===== src/rtl/i2c_master_burst.sv =====
// rtl/i2c_master_burst.sv - burst I2C master: one address phase followed by up to MAX_BYTES data bytes
//
// Ports:
//   clk, reset            system clock, synchronous active-high reset
//   start, addr, rw, len  transaction request (accepted while ready=1, len=0 is an address-only probe)
//   wdata/wvalid/wready   write-byte stream, byte moves when wvalid & wready
//   rdata/rvalid          received byte with one-cycle valid pulse
//   scl_oe, sda_oe        open-drain drivers, 1 pulls the line low
//   scl_i, sda_i          sampled bus line levels
//   ready, ack_err, done  idle flag, sticky NACK flag, one-cycle completion pulse
// Build option: I2C_CLK_STRETCH_EN lets a slave stretch SCL by holding it low while released.
module i2c_master_burst #(
    parameter int DIV       = 4,
    parameter int MAX_BYTES = 4,
    parameter int LEN_W     = 3
) (
    input  logic             clk,
    input  logic             reset,
    input  logic             start,
    input  logic [6:0]       addr,
    input  logic             rw,
    input  logic [LEN_W-1:0] len,
    input  logic [7:0]       wdata,
    input  logic             wvalid,
    output logic             wready,
    output logic [7:0]       rdata,
    output logic             rvalid,
    output logic             scl_oe,
    output logic             sda_oe,
    input  logic             scl_i,
    input  logic             sda_i,
    output logic             ready,
    output logic             ack_err,
    output logic             done
);

    typedef enum logic [3:0] {IDLE, START, ADDR, AACK, WBYTE, WACK, RBYTE, RACK, STOP} state_t;

    localparam logic [7:0]       PRE_MAX = 8'(DIV - 1);
    localparam logic [LEN_W-1:0] MAX_LEN = LEN_W'(MAX_BYTES);
    localparam logic [LEN_W-1:0] ONE     = LEN_W'(1);

    state_t           state, state_nx;
    logic [7:0]       pre;
    logic [1:0]       qtr;
    logic [2:0]       bit_cnt;
    logic [7:0]       shreg;
    logic             rw_q;
    logic [LEN_W-1:0] cnt;
    logic             ack_bit;

    logic bit_state, w_slot, s_stall, adv, tick, bit_end, sample;

    assign bit_state = state inside {ADDR, AACK, WBYTE, WACK, RBYTE, RACK};

    // First cycle of a write byte: the byte is fetched here, and the bit
    // timer waits (SCL low) until the stream supplies it.
    assign w_slot = (state == WBYTE) && (bit_cnt == 3'd0) && (qtr == 2'd0) && (pre == 8'd0);

`ifdef I2C_CLK_STRETCH_EN
    // SCL is released in quarters 1 and 2; a low line there means the slave stretches.
    assign s_stall = bit_state && ((qtr == 2'd1) || (qtr == 2'd2)) && !scl_i;
`else
    logic unused_scl;
    assign unused_scl = scl_i;
    assign s_stall    = 1'b0;
`endif

    assign adv     = (state != IDLE) && !(w_slot && !wvalid) && !s_stall;
    assign tick    = adv && (pre == PRE_MAX);
    assign bit_end = tick && (qtr == 2'd3);
    assign sample  = tick && (qtr == 2'd2);

    always_comb begin
        state_nx = state;
        scl_oe   = 1'b0;
        sda_oe   = 1'b0;
        wready   = 1'b0;
        ready    = 1'b0;
        if (bit_state) begin
            scl_oe = (qtr == 2'd0) || (qtr == 2'd3);
        end
        case (state)
            IDLE: begin
                // done cycle still counts as busy
                ready = !done;
                if (start && !done && (len <= MAX_LEN)) state_nx = START;
            end
            START: begin
                sda_oe = 1'b1;
                scl_oe = qtr[1];
                if (bit_end) state_nx = ADDR;
            end
            ADDR: begin
                sda_oe = !shreg[7];
                if (bit_end && bit_cnt == 3'd7) state_nx = AACK;
            end
            AACK: begin
                if (bit_end) begin
                    if (ack_bit || cnt == '0) state_nx = STOP;
                    else if (rw_q)            state_nx = RBYTE;
                    else                      state_nx = WBYTE;
                end
            end
            WBYTE: begin
                wready = w_slot;
                sda_oe = !shreg[7];
                if (bit_end && bit_cnt == 3'd7) state_nx = WACK;
            end
            WACK: begin
                if (bit_end) state_nx = (ack_bit || cnt == ONE) ? STOP : WBYTE;
            end
            RBYTE: begin
                if (bit_end && bit_cnt == 3'd7) state_nx = RACK;
            end
            RACK: begin
                // ACK while more bytes are wanted, NACK on the last one
                sda_oe = (cnt != ONE);
                if (bit_end) state_nx = (cnt == ONE) ? STOP : RBYTE;
            end
            STOP: begin
                scl_oe = (qtr == 2'd0);
                sda_oe = (qtr != 2'd3);
                if (bit_end) state_nx = IDLE;
            end
            default: state_nx = IDLE;
        endcase
    end

    always_ff @(posedge clk) begin
        if (reset) begin
            state   <= IDLE;
            pre     <= 8'd0;
            qtr     <= 2'd0;
            bit_cnt <= 3'd0;
            shreg   <= 8'd0;
            rw_q    <= 1'b0;
            cnt     <= '0;
            ack_bit <= 1'b0;
            rdata   <= 8'd0;
            rvalid  <= 1'b0;
            done    <= 1'b0;
            ack_err <= 1'b0;
        end else begin
            state  <= state_nx;
            rvalid <= 1'b0;
            done   <= 1'b0;
            if (adv) begin
                if (pre == PRE_MAX) begin
                    pre <= 8'd0;
                    qtr <= qtr + 2'd1;
                end else begin
                    pre <= pre + 8'd1;
                end
            end
            case (state)
                IDLE: begin
                    if (state_nx == START) begin
                        shreg   <= {addr, rw};
                        rw_q    <= rw;
                        cnt     <= len;
                        ack_err <= 1'b0;
                        pre     <= 8'd0;
                        qtr     <= 2'd0;
                        bit_cnt <= 3'd0;
                    end
                end
                ADDR: begin
                    if (bit_end) begin
                        shreg   <= {shreg[6:0], 1'b0};
                        bit_cnt <= bit_cnt + 3'd1;
                    end
                end
                WBYTE: begin
                    if (w_slot && wvalid) shreg <= wdata;
                    if (bit_end) begin
                        shreg   <= {shreg[6:0], 1'b0};
                        bit_cnt <= bit_cnt + 3'd1;
                    end
                end
                RBYTE: begin
                    if (sample) begin
                        shreg <= {shreg[6:0], sda_i};
                        if (bit_cnt == 3'd7) begin
                            rdata  <= {shreg[6:0], sda_i};
                            rvalid <= 1'b1;
                        end
                    end
                    if (bit_end) bit_cnt <= bit_cnt + 3'd1;
                end
                AACK, WACK: begin
                    if (sample) ack_bit <= sda_i;
                    if (bit_end) begin
                        if (ack_bit)              ack_err <= 1'b1;
                        else if (state == WACK)   cnt     <= cnt - ONE;
                    end
                end
                RACK: begin
                    if (bit_end) cnt <= cnt - ONE;
                end
                STOP: begin
                    if (bit_end) done <= 1'b1;
                end
                default: ;
            endcase
        end
    end

endmodule


===== config.mk =====
export PLATFORM = sky130hd
export DESIGN_NAME = i2c_master_burst
export DESIGN_NICKNAME = d
export VERILOG_FILES = /design/src/rtl/i2c_master_burst.sv
export SDC_FILE = /design/constraint.sdc
export NUM_CORES = 1
export LEC_CHECK = 0
export ABC_AREA = 0
export CAP_MARGIN = 25
export CELL_PAD_IN_SITES_DETAIL_PLACEMENT = 1
export CELL_PAD_IN_SITES_GLOBAL_PLACEMENT = 1
export CORE_MARGIN = 2
export CORE_UTILIZATION = 35
export DETAILED_ROUTE_END_ITERATION = 10
export MAX_ROUTING_LAYER = met4
export PLACE_DENSITY_LB_ADDON = 0.1
export SLEW_MARGIN = 10
export SYNTH_ARGS = -nofsm -noshare
export SYNTH_HDL_FRONTEND = slang
export SYNTH_SLANG_ARGS = --single-unit

===== constraint.sdc =====
create_clock -name clk -period 2.2 [get_ports clk]
set_input_delay 0.55 -clock clk [delete_from_list [all_inputs] [get_ports clk]]
set_output_delay 0.55 -clock clk [all_outputs]
set_load 0.05 [all_outputs]

== Word-level counts from Yosys, hierarchy flattened ==
Index checks and enable logic that the tools add are counted.

* Bits in registers: 41
* Input bits: 25
* Output and inout port bits: 15

* $add $sub $neg: 4
* $lt $le $gt $ge: 1
* Equality and inequality tests: 26
* Mux-type cells: 48
* Bitwise operators: 3
* Reduce and logical (&&, ||, !) cells: 42

{| class="wikitable"
|+ Operators with widths
! operator !! number
|-
| 8-bit 2-to-1 mux || 9
|-
| 4-bit 2-to-1 mux || 12
|-
| 4-bit case mux with 9 select lines || 1
|-
| 8-bit case mux with 4 select lines || 1
|-
| 3-bit 2-to-1 mux || 7
|-
| 2-bit inequality test, second input constant || 9
|-
| 4-bit by 3-bit equality test with 1-bit output, second input constant || 4
|-
| 1-bit logical AND || 12
|-
| 2-bit 2-to-1 mux || 5
|-
| 3-bit case mux with 3 select lines || 1
|-
| 8-bit by 1-bit adder with 8-bit output, second input constant || 1
|-
| 4-bit by 1-bit equality test with 1-bit output, second input constant || 2
|-
| 4-bit by 2-bit equality test with 1-bit output, second input constant || 2
|-
| 8-bit by 2-bit equality test with 1-bit output, second input constant || 1
|-
| 8-bit logical NOT || 1
|-
| 1-bit 2-to-1 mux || 8
|-
| 4-bit nonzero test || 2
|-
| 3-bit logical NOT || 2
|-
| 3-bit case mux with 2 select lines || 1
|-
| 3-bit AND reduction || 2
|-
| 6-bit AND reduction || 1
|-
| 6-bit nonzero test || 1
|-
| 2-bit OR reduction || 3
|-
| 3-bit OR reduction || 2
|-
| 23 further kinds || 34
|}

== Logic depth before layout (Yosys ltp) ==
Gate-level depths: netlist (run 1).

* Depth after elaboration: 15
* Mapped depth: 10
* Depth with buffers taken out: 9

== Least setup slack after synthesis (run 1) ==
OpenSTA, ideal clock, no wires.

* Path kind: reg-to-reg
* Start: register pre[2]
* End: register shreg[0]
* Setup time: 0.136 ns
* Arrival: 3.655 ns
* Data required time: 2.064 ns
* Setup slack: -1.591 ns
* Stages on the path, launching flop included: 8
* Path buffers: 1
* Clock period less this slack: 3.791 ns
* Path through: dfxtp_1 > or4_4 > nor4_1 > a21oi_1 > a221oi_2 > and2_1 > buf_4 > a211oi_1

* Longest elaborated chain between the ends: 13
* Elaborated cells on any way between the ends: 28
* Classes of those cells: eq/ne: 6; mux: 11; reduce/logical: 11

{| class="wikitable"
|+ RTL lines
! what !! RTL line !! source
|-
| start: declaration || 44 || <nowiki>logic [7:0] pre;</nowiki>
|-
| start signal: assignment || 153 || <nowiki>pre <= pre + 8'd1;</nowiki>
|-
| 8-bit logical NOT || 58 || <nowiki>assign w_slot = (state == WBYTE) && (bit_cnt == 3'd0) && (qtr == 2'd0) && (pre == 8'd0);</nowiki>
|-
| 1-bit logical AND || 58 ||
|-
| 1-bit logical AND || 69 || <nowiki>assign adv = (state != IDLE) && !(w_slot && !wvalid) && !s_stall;</nowiki>
|-
| 1-bit logical NOT || 69 ||
|-
| 1-bit logical AND || 69 ||
|-
| 1-bit logical AND || 70 || <nowiki>assign tick = adv && (pre == PRE_MAX);</nowiki>
|-
| 1-bit logical AND || 71 || <nowiki>assign bit_end = tick && (qtr == 2'd3);</nowiki>
|-
| 1-bit logical AND || 96, 108, 114 ||
|-
| 4-bit 2-to-1 mux (on tied branches) || 114, 108, 96 ||
|-
| 4-bit case mux with 9 select lines || 83 || <nowiki>case (state)</nowiki>
|-
| 4-bit by 1-bit equality test with 1-bit output || 158 || <nowiki>if (state_nx == START) begin</nowiki>
|-
| 2-bit inequality test (no source line) || -- ||
|-
| 5-bit AND reduction (no source line) || -- ||
|-
| end signal: assignment || 159 || <nowiki>shreg <= {addr, rw};</nowiki>
|-
| end signal: assignment || 170 || <nowiki>shreg <= {shreg[6:0], 1'b0};</nowiki>
|-
| end signal: assignment || 175 || <nowiki>if (w_slot && wvalid) shreg <= wdata;</nowiki>
|-
| end: declaration || 47 || <nowiki>logic [7:0] shreg;</nowiki>
|}

Several ways; a longest one is shown, not always the timed one.
A chain may end at the register's enable or synchronous reset.

== Worst setup path after layout (run 1) ==
* Start: register state[3]
* End: register shreg[2]

* Longest elaborated chain between the ends: 15
* Elaborated cells on any way between the ends: 40
* Classes of those cells: eq/ne: 13; mux: 12; reduce/logical: 15

{| class="wikitable"
|+ RTL lines
! what !! RTL line !! source
|-
| start: declaration || 43 || <nowiki>state_t state, state_nx;</nowiki>
|-
| start signal: assignment || 145 || <nowiki>state <= state_nx;</nowiki>
|-
| 4-bit by 3-bit equality test with 1-bit output || 58, 83, 156 ||
|-
| 1-bit logical AND (3 in a row) || 58 ||
|-
| 1-bit logical AND || 69 ||
|-
| 1-bit logical NOT || 69 ||
|-
| 1-bit logical AND || 69 ||
|-
| 1-bit logical AND || 70 ||
|-
| 1-bit logical AND || 71 ||
|-
| 1-bit logical AND || 96, 108, 114 ||
|-
| 4-bit 2-to-1 mux (on tied branches) || 114, 108, 96 ||
|-
| 4-bit case mux with 9 select lines || 83 ||
|-
| 4-bit by 1-bit equality test with 1-bit output || 158 ||
|-
| 2-bit inequality test (no source line) || -- ||
|-
| 5-bit AND reduction (no source line) || -- ||
|}

Several ways; a longest one is shown, not always the timed one.

==> summary.md, run 1 <==
| Metric | Value |
|---|---|
| Status | finished, violations left |
| Violated checks | setup timing |
| Gp weighted congestion | 0.810 |
| Drt pass-1 iters | 4 |
| YS warnings | 0 |
| Area after DPL | 0.00318 sq mm |
| Cell area after layout | 0.00359 sq mm |
| Startpoint Class | flop |
| Mapped cell area | 0.00227 sq mm |
| Max FO, Critical Path | 8 |
| RR Endpoint | shreg[2]$_SDFFE_PP0P_ |
| Synth Instances | 260 |
| First-pass GRT wire length | 11,900 um |
| Crit path from | state[3]$_SDFF_PP0_ |
| TritonCTS Buffers | 5 |
| Grt met2 use | 0.349 |
| Final hold vios | 0 |
| Skew final | 0.00634 ns |
| Slew Limit Headroom | 0.663 |
| Post-synthesis sequential area ratio | 0.362 |
| Die Y-Extent | 84.5 um |
| Root Buffer | clkbuf_8 |
| Max Cap Viol | 0 |
| Initial Util | 0.359 |
| Layer with the highest usage | met2 |
| Max VDD drop | 253 uV |
| CP Cell Sequence | or4b_4 > or3_4 > and2_4 > buf_12 > a21o_1 > o31ai_4 > buf_6 > a21oi_1 > a211oi_2 |
| Synth top area share | 0.362 |
| Port-buffer cells | 38 |
| Critical Path AT | 2.70 ns |
| Final setup vio count | 27 |
| GRT Util Overall | 0.211 |
| Wire per inst | 16.7 um |
| Final nets | 391 |
| CP endpoint kind | flop |
| RSZ-0062 raised after global routing | yes |
| Number of diodes | 0 |
| Pwr dens | 449 mW/mm^2 |
| Layout cell share with drive strength beyond 1 | 0.380 |
| Minimum clock period after layout | 2.48 ns |
| Clock-pin slew on the worst setup and hold paths | 0.08 ns |
| Crit-path max cell delay | 0.53 ns |
| Worst Setup EP | shreg[2]$_SDFFE_PP0P_ |
| Io pins | 40 |
| Largest net degree at the start of global routing | 23 |
| Final WS setup | -0.283 ns |
| Synth area leader | dfxtp_1 |
| Worst reg2reg path startpoint | state[3]$_SDFF_PP0_ |
| DRT antenna net count | 0 |
| Number of global-route vias before repair | 2,399 |
| Setup TNS Final | -3.64 ns |
| GR Layer Usage met1 | 0.273 |
| Clock latency on the worst-skew pair | 0.29 ns |
| H-tree Lvls | 2 |
| Cts hold-fix bufs | 0 |
| Slew @ Worst Pin | 0.504 ns |
| Vias/cell | 5.30 |
| Die Width | 84.5 um |
| HP Class | reg2reg |
| FF+latch count, synth | 41 |
| DP Wirelength | 5230 um |
| Cells taking the most area after synthesis | dfxtp_1 36%, ha_1 6.1%, nor2_1 5.6%, a21oi_1 5.1%, mux2i_1 4.9% |
| Antenna violations before repair | 0 |
| DR DRC count | 0 |
| Die ar. | 0.00715 sq mm |
| Crit Path Class | reg2reg |
| CTS tree | built |
| Reg-to-reg slack, setup | -0.28 ns |
| Clock Tree Buf Depth | 2 |
| Max-slew violation count | 0 |
| Synth cell types | 47 |
| Area Growth Syn to Fin | 58.2% |
| Hold slack | 0.494 ns |
| Crit share post-route | 1.13 |
| Net count after synthesis | 296 |
| Routing usage on met3 | 0.0275 |
| Cell leakage power | 1.47 nW |
| Syn avg cell area | 8.73 sq um |
| First DRT Iteration DRCs | 98 |
| CTS Sinks | 41 |
| FP Rows | 29 |
| DR vias | 2,290 |
| Gr ovfl total | 0 |
| CP max-delay cell | or4b_4 |
| Critical path required time | 2.42 ns |
| Fmax | 0.403 GHz |
| Routed WL | 7230 um |
| Worst-case reg-to-reg path depth | 9 |
| Core area | 0.00631 sq mm |
state kept, by name, indices dropped and copies added (netlist names):
name and flops:
pre 8, shreg 8, rvalid 1, state 4, bit_cnt 3, rdata 8, ack_bit 1, rw_q 1
ack_err 1, done 1, cnt 3, qtr 2
cells by family after synthesis:
family | share of synthesized area
flops | 0.362
buf+inv | 0.0463
xor+xnor | 0.0309
mux | 0.0485
simple gates | 0.248
fa+ha+maj | 0.0606
compound gates | 0.205
synth_stat cells, drive strengths merged:
cell and number:
nor3b 1, nand4 4, xor2 5, ha 11, a211oi 10, a21o 2, clkbuf 6, and2 4
nor2 34, o221a 1, mux2i 11, nand4b 1, a221oi 1, or4 2, a31oi 5, o31a 1
nor4 2, and3 2, nand3b 2, nand2b 4, xnor2 3, a21oi 24, nor4b 2, o31ai 1
or3 5, buf 8, nor2b 5, a222oi 8, o211ai 3, o32ai 1, dfxtp 41, or2 4
or4b 1, nand3 1, nor3 11, o21ai 6, nand2 15, a41oi 1, inv 11
report_power, final:
part           internal, mW  total, mW  leakage (nW)  switching, mW
logic                 0.171      0.315          1.09          0.144
registers             0.766      0.791         0.336         0.0244
clock network         0.249      0.506        0.0443          0.257
total                  1.19       1.61          1.47          0.426
critical path, delay by kind of cell (launching register included):
family	cells	cell delay, ns
simple gates	3	1.08
buf+inv	2	0.30
compound gates	4	0.70
flops	1	0.32
worst min-delay path by stage:
stage          depth (start not counted)                 endpoint                     from  slack (ns)
3_3_place_gp                           2  bit_cnt[2]$_SDFFE_PP0P_  bit_cnt[2]$_SDFFE_PP0P_        0.47
6_report                               2  bit_cnt[2]$_SDFFE_PP0P_  bit_cnt[2]$_SDFFE_PP0P_        0.49
3_5_place_dp                           2      cnt[1]$_SDFFE_PP0P_      cnt[1]$_SDFFE_PP0P_        0.48
4_1_cts                                2  bit_cnt[2]$_SDFFE_PP0P_  bit_cnt[2]$_SDFFE_PP0P_        0.49
2_1_floorplan                          2  bit_cnt[2]$_SDFFE_PP0P_  bit_cnt[2]$_SDFFE_PP0P_        0.44
5_1_grt                                2  bit_cnt[2]$_SDFFE_PP0P_  bit_cnt[2]$_SDFFE_PP0P_        0.53
layer usage:
metal / share of wire / vias up
met1: 0.46 / 1118
met4: 0.0084 / 0
met2: 0.50 / 32
met3: 0.025 / 6
met5: 0 / -
li1: - / 1134
placed cells by master, fill, tap and decap left out, types with 3 or more instances in the layout:
cell	instances
buf_4	53
dfxtp_1	34
clkdlybuf4s50_1	34
nor2_1	28
a21oi_1	16
nand2_1	14
inv_1	11
mux2i_1	10
ha_1	9
a21oi_2	8
nor3_1	8
a222oi_1	8
a211oi_2	7
buf_6	7
buf_12	7
dfxtp_2	7
clkbuf_8	6
xor2_1	5
nand2b_1	4
nor2b_1	4
nand4_1	4
nor2_4	3
nor2_2	3
or3_1	3
o21ai_0	3
a31oi_1	3
o211ai_1	3
a211oi_1	3
area by class of cell:
class,instances,area [sq um]
Multi-Input combinational cell,194,1560
Sequential cell,41,830
Timing Repair Buffer,102,972
Tap cell,77,96.3
Inverter,11,41.3
Fill cell,744,2720
Clock buffer,7,86.3
through the flow:
step                 util  total power, mW  setup slack [ns]  cells
floorplan               -            0.944            -0.482    260
global placement    0.504             1.06            -0.381    414
detailed placement  0.504             1.07            -0.392    414
CTS                 0.551             1.61            -0.256    430
global route        0.569             1.68            -0.365    432
finish              0.569             1.61            -0.283    432
what timing repair did:
action	in CTS	in global routing
endpoints found under the setup margin	34	37
gates cloned	0	0
gates resized for setup	32	26
buffers inserted	9	3
pin swaps	24	15
Note: power is estimated with default switching activity, not from simulation.
==> run 2: changes to the inputs <==
--- a/config.mk
+++ b/config.mk
@@ -9,7 +9,6 @@
 export CAP_MARGIN = 25
 export CELL_PAD_IN_SITES_DETAIL_PLACEMENT = 1
 export CELL_PAD_IN_SITES_GLOBAL_PLACEMENT = 1
-export CORE_MARGIN = 2
 export CORE_UTILIZATION = 35
 export DETAILED_ROUTE_END_ITERATION = 10
 export MAX_ROUTING_LAYER = met4
==> run 2 against run 1 <==
The run still ends with setup timing left. Clock skew is 0.0035 ns higher. Hold slack worse by 0.0095 ns. Register-to-register slack better by 0.03 ns. Global-route usage is 3.9 points higher. Flip-flop and latch count stayed put. Non-clock buffer count is 3 higher. Total power is 0.61% higher. Largest power group unchanged.
==> summary.md, run 2 (synthesis gave the netlist of run 1 again) <==
| Metric | Value |
|---|---|
| Slew @ Worst Pin | 0.505 ns (+0.00100 ns) |
| Routing usage on met3 | 0.0396 (+0.0120) |
| CP Cell Sequence | or4_4 > buf_6 > nor4b_4 > nand2_2 > a221oi_4 > buf_6 > a21oi_1 > a211oi_2 |
| First-pass GRT wire length | 12,200 um (+2.4%) |
| Final total power | 1.62 mW (+0.61%) |
| Critical Path AT | 2.67 ns (-0.03 ns) |
| Violated checks | setup timing |
| Cell area after layout | 0.00369 sq mm (+2.8%) |
| Largest net degree at the start of global routing | 34 (+48%) |
| Status | finished, violations left |
| Final nets | 394 (+0.77%) |
| Initial Util | 0.372 (+0.0128) |
| Setup TNS Final | -3.46 ns (+0.182 ns) |
| Area after DPL | 0.00318 sq mm (about the same) |
| Area Growth Syn to Fin | 62.5% |
| Layout Utilization | 0.605 (+0.0365) |
| Die Width | 82.5 um (-2.4%) |
| CP max-delay cell | or4_4 |
| Biggest regs | pre: 8 flops, rdata: 8 flops, shreg: 8 flops |
| Number of diodes | 0 (unchanged) |
| Post-Place Cells | 412 (-0.48%) |
| Layout cell share with drive strength beyond 1 | 0.418 (+0.0375) |
| Core area | 0.00610 sq mm (-3.4%) |
| HP Class | reg2reg |
| Final hold vios | 0 (unchanged) |
| Max VDD drop | 284 uV (+12%) |
| Max-slew violation count | 0 (unchanged) |
| Grt met2 use | 0.445 (+0.0960) |
| DRT antenna net count | 0 (unchanged) |
| Fmax | 0.408 GHz (+1.2%) |
| Worst min-delay path endpoint | bit_cnt[2]$_SDFFE_PP0P_ |
| Gp weighted congestion | 0.884 (+9.1%) |
| Hold Startpoint | bit_cnt[2]$_SDFFE_PP0P_ |
| DP Wirelength | 5160 um (-1.3%) |
| Dpl ws | -0.428 ns (-0.0362 ns) |
| Crit Path Class | reg2reg |
| FP Rows | 28 (-3.4%) |
| Commonest cells after routing, fill and taps aside | 47 x buf_4, 34 x dfxtp_1, 34 x clkdlybuf4s50_1, 22 x nor2_1, 18 x a21oi_1 |
| Worst-case reg-to-reg path depth | 8 (-1) |
| Crit-path max cell delay | 0.56 ns (+0.03 ns) |
| Pwr dens | 440 mW/mm^2 (-2.1%) |
| Max FO, Critical Path | 8 (unchanged) |
| Fillcell total | 675 (-9.3%) |
| RR Endpoint | shreg[5]$_SDFFE_PP0P_ |
| Die ar. | 0.00681 sq mm (-4.7%) |
| Worst reg2reg path startpoint | pre[5]$_SDFF_PP0_ |
| Number of global-route vias before repair | 2,441 (+1.8%) |
| Clock-pin slew on the worst setup and hold paths | 0.09 ns (about the same) |
| RSZ-0062 raised after global routing | yes |
| Clock Tree Buf Depth | 2 (unchanged) |
| Crit share post-route | 1.12 (-0.0136) |
| Skew final | 0.00989 ns (+0.00355 ns) |
| Hold Path Stages | 2 (unchanged) |
| First DRT Iteration DRCs | 91 (-7.1%) |
| Slew Limit Headroom | 0.662 (-0.000671) |
| Most common cell after layout, fill and taps aside | buf_4 |
| Multi-input gate area | 0.00162 sq mm (+3.5%) |
| Cell mode on critical path | buf_6 |
| Port-buffer cells | 38 (unchanged) |
| DR vias | 2,382 (+4.0%) |
| Cell leakage power | 1.48 nW (+1.2%) |
| Drt pass-1 iters | 5 (+1) |
| TritonCTS Buffers | 5 (unchanged) |
| Max Cap Viol | 0 (unchanged) |
| CP endpoint kind | flop |
| Final WS setup | -0.253 ns (+0.0299 ns) |
| DR DRC count | 0 (unchanged) |
| Critical path required time | 2.41 ns (about the same) |
| Sequential cell area | 830 sq um (unchanged) |
| GR Layer Usage met1 | 0.288 (+0.0152) |
| Clock latency on the worst-skew pair | 0.29 ns (about the same) |
| Minimum clock period after layout | 2.45 ns (-0.0299 ns) |
| Gr ovfl total | 0 (unchanged) |
| Cts hold-fix bufs | 0 (unchanged) |
| Die Y-Extent | 82.5 um (-2.4%) |
| Hold slack | 0.485 ns (-0.00955 ns) |
| Wire per inst | 18.6 um (+11%) |
| Layer with the highest usage | met2 |
| CTS tree | built |
| CTS Sinks | 41 (unchanged) |
| Fin cells | 434 (+0.46%) |
| Io pins | 40 (unchanged) |
| Final setup vio count | 28 (+3.7%) |
| Reg-to-reg slack, setup | -0.25 ns (+0.03 ns) |
| H-tree Lvls | 2 (unchanged) |
| GRT Util Overall | 0.250 (+0.0394) |
| Root Buffer | clkbuf_8 |
| Startpoint Class | flop |
| Antenna violations before repair | 0 (unchanged) |
| Routed WL | 8060 um (+11%) |
| Vias/cell | 5.49 (+3.5%) |
## run 2: layout make-up
class	count	area share
tap	75	0.0254
sequential	41	0.225
inverter	11	0.0112
timing repair buffer	105	0.276
clock buffer	5	0.0187
clock inverter	3	0.00475
multi-input combinational	194	0.439
## run 2: where the power goes
group          internal (mW)  leakage, nW  total, mW  switching [mW]
Clock                  0.220       0.0439      0.512           0.293
Sequential             0.767        0.336      0.790          0.0236
Combinational          0.169         1.10      0.319           0.150
Total                   1.16         1.48       1.62           0.466
## run 2: worst max path at each step
stage               depth (start not counted)  slack, ns               endpoint              start
global route                                8      -0.34  shreg[6]$_SDFFE_PP0P_  pre[5]$_SDFF_PP0_
CTS                                         5      -0.21                 wready  pre[5]$_SDFF_PP0_
floorplan                                   7      -0.48  shreg[0]$_SDFFE_PP0P_  pre[3]$_SDFF_PP0_
detailed placement                          8      -0.43  shreg[5]$_SDFFE_PP0P_             wvalid
finish                                      8      -0.25  shreg[5]$_SDFFE_PP0P_  pre[5]$_SDFF_PP0_
global placement                            8      -0.33  shreg[3]$_SDFFE_PP0P_             wvalid
## run 2: worst max-delay path, delay by kind of cell, from the launching register on
kind	cells	cell delay, ns
AND/OR/NAND/NOR	3	1.13
AO/OA/AOI/OAI	3	0.59
flip-flops	1	0.33
buffers and inverters	2	0.33
## run 2: timing repair
| item | in CTS | in global routing |
|---|---|---|
| pin swaps | 26 | 19 |
| gates resized for setup | 42 | 44 |
| setup endpoints to repair | 34 | 37 |
| gates cloned | 0 | 0 |
| buffers inserted | 9 | 9 |
## run 2: per-layer routing
layer,wire [um],share of wire,up-vias
met5,0,0,-
met4,115,0.014,0
met3,230,0.029,8
met2,4240,0.53,41
met1,3480,0.43,1184
li1,-,-,1149
==> run 3: changes to the inputs <==
--- a/config.mk
+++ b/config.mk
@@ -13,7 +13,7 @@
 export DETAILED_ROUTE_END_ITERATION = 10
 export MAX_ROUTING_LAYER = met4
 export PLACE_DENSITY_LB_ADDON = 0.1
-export SLEW_MARGIN = 10
+export SLEW_MARGIN = 20
 export SYNTH_ARGS = -nofsm -noshare
 export SYNTH_HDL_FRONTEND = slang
 export SYNTH_SLANG_ARGS = --single-unit
==> results of run 3 <==
No change in the layout: final DEF, timing and power equal those of run 2.
